### src/rtl/ubutterfly_stream_decoder.sv
// Counts four unary bitstreams over 2^BITWIDTH enabled cycles and presents
// the (optionally bipolar) counts on a valid/ready output register.
module ubutterfly_stream_decoder #(
    parameter int BITWIDTH = 8,
    parameter bit BIPOLAR  = 1'b1
) (
    input  logic                iClk,
    input  logic                iRst,
    input  logic                iEn,
    input  logic                iClr,
    input  logic                iReal0,
    input  logic                iImg0,
    input  logic                iReal1,
    input  logic                iImg1,
    input  logic                iReady,
    output logic [BITWIDTH:0]   oReal0,
    output logic [BITWIDTH:0]   oImg0,
    output logic [BITWIDTH:0]   oReal1,
    output logic [BITWIDTH:0]   oImg1,
    output logic                oValid,
    output logic                oOvf,
    output logic                oBusy
);

    localparam int W = BITWIDTH + 1;
    localparam logic [W-1:0] HALF = W'(1 << (BITWIDTH - 1));

    typedef enum logic {EMPTY, FULL} state_t;

    state_t                 state_q, state_d;
    logic [BITWIDTH-1:0]    cnt_q, cnt_d;
    logic [3:0][W-1:0]      acc_q, acc_d;
    logic [3:0][W-1:0]      res_q, res_d;
    logic [3:0][W-1:0]      fin;
    logic                   ovf_q, ovf_d;
    logic [3:0]             bits;
    logic                   done;

    assign bits = {iImg1, iReal1, iImg0, iReal0};
    assign done = iEn && (cnt_q == {BITWIDTH{1'b1}});

    // Final frame value includes the bit arriving on the last enabled cycle
    always_comb begin
        for (int i = 0; i < 4; i++) begin
            fin[i] = acc_q[i] + W'(bits[i]);
            if (BIPOLAR) begin
                fin[i] = fin[i] - HALF;
            end
        end
    end

    always_comb begin
        cnt_d = cnt_q;
        acc_d = acc_q;
        if (iClr) begin
            cnt_d = '0;
            acc_d = '0;
        end else if (iEn) begin
            cnt_d = cnt_q + 1'b1;
            for (int i = 0; i < 4; i++) begin
                acc_d[i] = done ? '0 : acc_q[i] + W'(bits[i]);
            end
        end
    end

    always_comb begin
        state_d = state_q;
        res_d   = res_q;
        ovf_d   = ovf_q;
        if (iClr) begin
            state_d = EMPTY;
            res_d   = '0;
            ovf_d   = 1'b0;
        end else begin
            unique case (state_q)
                EMPTY: begin
                    if (done) begin
                        state_d = FULL;
                        res_d   = fin;
                    end
                end
                FULL: begin
                    if (done && iReady) begin
                        res_d = fin;
                    end else if (done) begin
                        ovf_d = 1'b1;
                    end else if (iReady) begin
                        state_d = EMPTY;
                    end
                end
            endcase
        end
    end

    always_ff @(posedge iClk or posedge iRst) begin
        if (iRst) begin
            state_q <= EMPTY;
            cnt_q   <= '0;
            acc_q   <= '0;
            res_q   <= '0;
            ovf_q   <= 1'b0;
        end else begin
            state_q <= state_d;
            cnt_q   <= cnt_d;
            acc_q   <= acc_d;
            res_q   <= res_d;
            ovf_q   <= ovf_d;
        end
    end

    assign oReal0 = res_q[0];
    assign oImg0  = res_q[1];
    assign oReal1 = res_q[2];
    assign oImg1  = res_q[3];
    assign oValid = (state_q == FULL);
    assign oOvf   = ovf_q;
    assign oBusy  = |cnt_q;

endmodule

### config.mk
export PLATFORM = sky130hd
export DESIGN_NAME = ubutterfly_stream_decoder
export DESIGN_NICKNAME = d
export VERILOG_FILES = /design/src/rtl/ubutterfly_stream_decoder.sv
export SDC_FILE = /design/constraint.sdc
export NUM_CORES = 1
export LEC_CHECK = 0
export CAP_MARGIN = 15
export CORE_MARGIN = 8
export CORE_UTILIZATION = 50
export DETAILED_ROUTE_END_ITERATION = 8
export PLACE_DENSITY_LB_ADDON = 0.25
export SLEW_MARGIN = 20
export SYNTH_ARGS = -nofsm -noshare
export SYNTH_HDL_FRONTEND = slang
export SYNTH_SLANG_ARGS = --single-unit
### constraint.sdc
create_clock -name iClk -period 2.76 [get_ports iClk]
set_input_delay 0.414 -clock iClk [delete_from_list [all_inputs] [get_ports iClk]]
set_output_delay 0.414 -clock iClk [all_outputs]
set_load 0.1 [all_outputs]
Word-level counts from Yosys, hierarchy flattened
Index checks and enable logic that the tools add are counted. W data, S select, Z words.

Register bits after elaboration: 82. Bits of input ports: 9. Output and inout bits: 39. Logic and storage cells: 55.

Add/sub/neg operators: 9. Equality and inequality tests: 4. Mux-type cells: 22. Bitwise logic cells: 1. Reduce and logical (&&, ||, !) cells: 8.

Operators with widths (count): $mux W36 (5); $pmux W36 S2 (1); $add A9 B1 Y9 (4); $mux W9 (4); $sub A9 B8 Y9 const B (4); $mux W8 (2); $mux W1 (9); $add A8 B1 Y8 const B (1); $eq A8 B8 Y1 const B (1); $reduce_or A8 Y1 (1); $reduce_bool A2 Y1 (3); $ne A3 B2 Y1 const B (1); $ne A3 B3 Y1 const B (1); $reduce_and A3 Y1 (1); $logic_and A1 B1 Y1 (2); $ne A2 B2 Y1 const B (1); $pmux W1 S2 (1); $reduce_and A2 Y1 (1); $not A1 Y1 (1).

Depth between registers and ports, before layout
Word-level depth: 6. Depth in mapped cells: 8. Gate-level depth less buffers: 7.

Least setup slack after synthesis
OpenSTA, ideal clock, no wires.

Kind: register to register. From: register state_q (netlist: oValid). To: register res_q (netlist bit oImg1[1]). Setup time: 0.078 ns. Arrival: 2.047 ns. Data required time: 2.682 ns. Path slack: 0.635 ns. Cell stages (with the launch flop): 7. Path buffers: 2. Period minus slack after synthesis: 2.125 ns. Path through: dfrtp_1 -> nor2b_1 -> nand2b_1 -> buf_6 -> clkbuf_1 -> nand2_1 -> a21oi_1.

Longest elaborated chain between the ends: 3. Elaborated cells on any way between the ends: 6. Classes of those cells: eq/ne: 2; mux: 2; bitwise: 1; reduce/logical: 1.

RTL lines: from (decl) (RTL line 30) `state_t state_q, state_d;`; from (signal assigned) (RTL line 103) `state_q <= state_d;`; $not A1 Y1; $pmux W36 S2 or $ne A3 B3 Y1 (tied branches); $mux W36 or $reduce_and A2 Y1 (tied branches); to (signal assigned) (RTL line 106) `res_q <= res_d;`; to (decl) (RTL line 33) `logic [3:0][W-1:0] res_q, res_d;`.

Parallel ways exist; a longest one is shown, timed or not. A chain may end at the register's enable or synchronous reset.

Final worst setup path
From: register cnt_q[0]. To: register res_q (netlist bit oImg0[8]).

Longest elaborated chain between the ends: 5. Elaborated cells on any way between the ends: 6. Classes of those cells: eq/ne: 3; reduce/logical: 3.

RTL lines: from (decl) (RTL line 31) `logic [BITWIDTH-1:0] cnt_q, cnt_d;`; from (signal assigned) (RTL line 104) `cnt_q <= cnt_d;`; $eq A8 B8 Y1 * (RTL line 40) `assign done = iEn && (cnt_q == {BITWIDTH{1'b1}});`; $logic_and A1 B1 Y1 * (RTL line 40); $logic_and A1 B1 Y1 (RTL line 83) `if (done && iReady) begin`; $ne A3 B2 Y1 (no line); $reduce_and A2 Y1 (no line) *.

Mark *: on every way between the ends. The rest lies on a longest branch, timed or not.

==> results.yml <==
sta:
  max_slew_margin_pct: 65.6
  hold_violations: 0
  period_needed_ns: 2.24
  fin_crit_sh_pct: 81.1
  max_freq_mhz: 447
  setup-violations-final: 0
  worstMarginPinSlew_ns: 0.515
  setup_tns_ns: 0
  fin_skew_ns: 0.0102
  postLayoutSetupSlackWorst_ns: 0.521
  whs_ns: 0.460
  rsz0062_at_grt: "no"
  final-max-slew-violation-count: 0
floorplanning:
  die_h_um: 108
  row_count: 33
  die_w_um: 108
  start_util_pct: 51.5
  ios: 48
  die_area_um2: 11600
  core_um2: 8180
critical_path:
  cp.arrival_ns: 2.53
  path_class: "reg -> reg"
  worst-path-max-fanout: 11
  startpoint_type: "flip-flop"
  cpPeakStageDelay_ns: 0.55
  endpoint_kind: "flip-flop"
  cp.buffers_inverters: 0
  critical_path.slowest_cell: "or4_1"
  critical_path.cell_chain: "ha_1, nand2_1, nor3_4, nand2b_1, or4_1, nand3_1"
  cp_top_family: "simple AND/OR/NAND/NOR gates"
  critical_path_required_ns: 3.06
synth:
  ys_ff_latch: 82
  synth_cell_types: 47
  synthCells: 453
  syn_area_per_cell_um2: 9.30
  ys_seq_area_share_pct: 48.7
  synth_ff_type: "dfrtp_1"
  synthArstFlopShare_pct: 100
  synth_area_um2: 4210
  yosys_warnings: 0
  synth_fp_nets: 472
  synth_edf_count: 0
placed_design:
  io_buffers: 47
  preCtsSetupSlack_ns: 0.253
  hpwl_um: 6560
  gp_congestion: 0.776
route:
  drc_errors: 0
  drt_iter0_markers: 135
  routed_wirelength_um: 9520
  drt_pass1_iterations: 5
  vias: 3397
  wl_per_cell_um: 15.7
  ant_nets: 0
  vias_per_cell: 5.61
cts:
  cts_inserted_buffers: 9
  clkSlewWorstSetupHoldPaths_ns: 0.08
  worstSkewPairLatency_ns: 0.36
  cts-htree-levels: 3
  ctsLongestPathBuffers: 2
  cts_tree: "yes"
  cts_sinks: 82
  holdBufCountCts: 0
  clock-root-buffer: "clkbuf_8"
  cts_resized: 0
  cts_setup_buffers: 0
grt:
  grt_pass1_wl_um: 16100
  antenna_found_initial: 0
  grt_use_total_pct: 17.2
  grt_pass1_vias: 3370
  grt-ovfl-total: 0
  grt_max_degree: 83
outcome:
  status: "complete, no violations"
final_layout:
  area_delta_synth_final_pct: 16.8
  layout-drive-gt1-share_pct: 15.0
  fin_nets: 515
  antenna_cells: 0
pwr:
  ir_drop_mv: 0.311
  p_per_area_nw_per_um2: 477
  p_leak_uw: 0.00211
flow_run:
  cap_violations: 0
worst_hold_path:
  hold_class: "in -> async"
[cells in the final DEF (no fill, tap or decap), drive strengths merged, types with 2 or more instances in the layout]
cell / netlist / final
o211ai: 3 / 3
o31ai: 2 / 2
mux2i: 3 / 3
nor2b: 4 / 4
clkdlybuf4s50: 0 / 7
dfrtp: 82 / 82
o21ai: 27 / 27
xor2: 11 / 11
nor3b: 2 / 2
a31oi: 10 / 10
nand4: 7 / 7
xnor2: 19 / 19
clkbuf: 16 / 11
nand2: 71 / 71
or3: 4 / 4
a41o: 2 / 2
a211oi: 20 / 20
inv: 5 / 4
nor2: 57 / 57
nand2b: 2 / 2
clkinv: 0 / 3
buf: 9 / 50
and2: 2 / 2
nand3: 19 / 19
ha: 10 / 10
nor4b: 2 / 2
nor3: 5 / 5
and3: 8 / 8
a22o: 8 / 8
bufinv: 0 / 2
o31a: 2 / 2
a21oi: 28 / 28
nor4: 5 / 5
[path summary, 6_finish.rpt]
kind / cells after the start / endpoint / slack (ns) / start
setup / recovery: 6 / oImg0[8] / 0.52 / cnt_q[0]
hold / removal: 3 / oImg0[6] / 0.46 / iRst
setup reg to reg: 6 / oImg0[8] / 0.52 / cnt_q[0]
hold reg to reg: 2 / oOvf / 0.51 / oOvf
max in group asynchronous: 3 / cnt_q[3] / 1.95 / iRst
min in group iClk: 2 / cnt_q[1] / 0.49 / iClr
[routing by layer]
layer / vias up / wire, µm / GRT usage (%)
met3: 11 / 626 / 3.77
li1: 1675 / - / -
met1: 1632 / 4180 / 21.7
met5: - / 0 / 0
met2: 79 / 4580 / 27.2
met4: 0 / 131 / 8.33
[power breakdown]
group	internal, µW	leakage (µW)	switching, µW
logic	51.8	0.000860	110
registers	1210	0.00114	10.0
clock network	532	0.000109	433
[layout make-up]
cell class | count | area, µm²
repair buffers | 57 | 480
multi-input cells | 341 | 2020
fillers | 730 | 3260
clock buffers | 11 | 141
well taps | 105 | 131
inverters | 5 | 20.0
clock inverters | 5 | 77.6
flip-flops and latches | 82 | 2050
[cells in the mapped netlist, types with 3 or more instances]
master    number  share of area, %
a211oi_1      20               3.6
a21oi_1       28               3.3
a22o_1         8               1.7
a31oi_1       10               1.5
and3_1         8               1.2
buf_2          4              0.48
buf_6          3              0.80
clkbuf_1      14               1.2
dfrtp_1       82                49
ha_1          10               3.0
inv_1          5              0.45
mux2i_1        3              0.71
nand2_1       71               6.3
nand3_1       17               2.0
nand4_1        7               1.0
nor2_1        57               5.1
nor2b_1        4              0.59
nor3_1         4              0.48
nor4_1         4              0.59
o211ai_1       3              0.53
o21ai_0       24               2.9
o21ai_1        3              0.36
or3_1          4              0.59
xnor2_1       19               4.0
xor2_1        11               2.3
[flip-flops by register name, summed over array words and instances, names as in the netlist]
register  count
oImg0         9
oValid        1
oImg1         9
oReal1        9
oReal0        9
oOvf          1
acc_q        36
cnt_q         8
[worst min-delay path: cells and delay by family]
kind | cells | cell delay [ns]
buf+inv | 3 | 0.81
[metrics by stage]
step / total power [µW] / std cells / util, % / cell area (µm²)
final: 2350 / 606 / 60.2 / 4920
after global routing: 2430 / 606 / 60.2 / 4920
after detailed placement: 1410 / 590 / 57.5 / 4700
after CTS: 2370 / 606 / 60.2 / 4920
after floorplan: 1350 / 453 / - / 4210
after global placement: 1400 / 590 / 57.5 / 4700
[kinds of logic (layout without fill, tap and decap cells)]
| group | Yosys count | in the layout | synth area share, % |
|---|---|---|---|
| AOI/OAI and AO/OA | 105 | 105 | 16.1 |
| xor gates and xnor gates | 30 | 30 | 6.24 |
| adders and majority gates | 10 | 10 | 2.97 |
| buffers and inverters | 30 | 78 | 3.47 |
| DFF | 82 | 82 | 48.7 |
| muxes | 3 | 3 | 0.713 |
| and+or+nand+nor | 193 | 193 | 21.8 |
(Power assumes the default switching activity.)
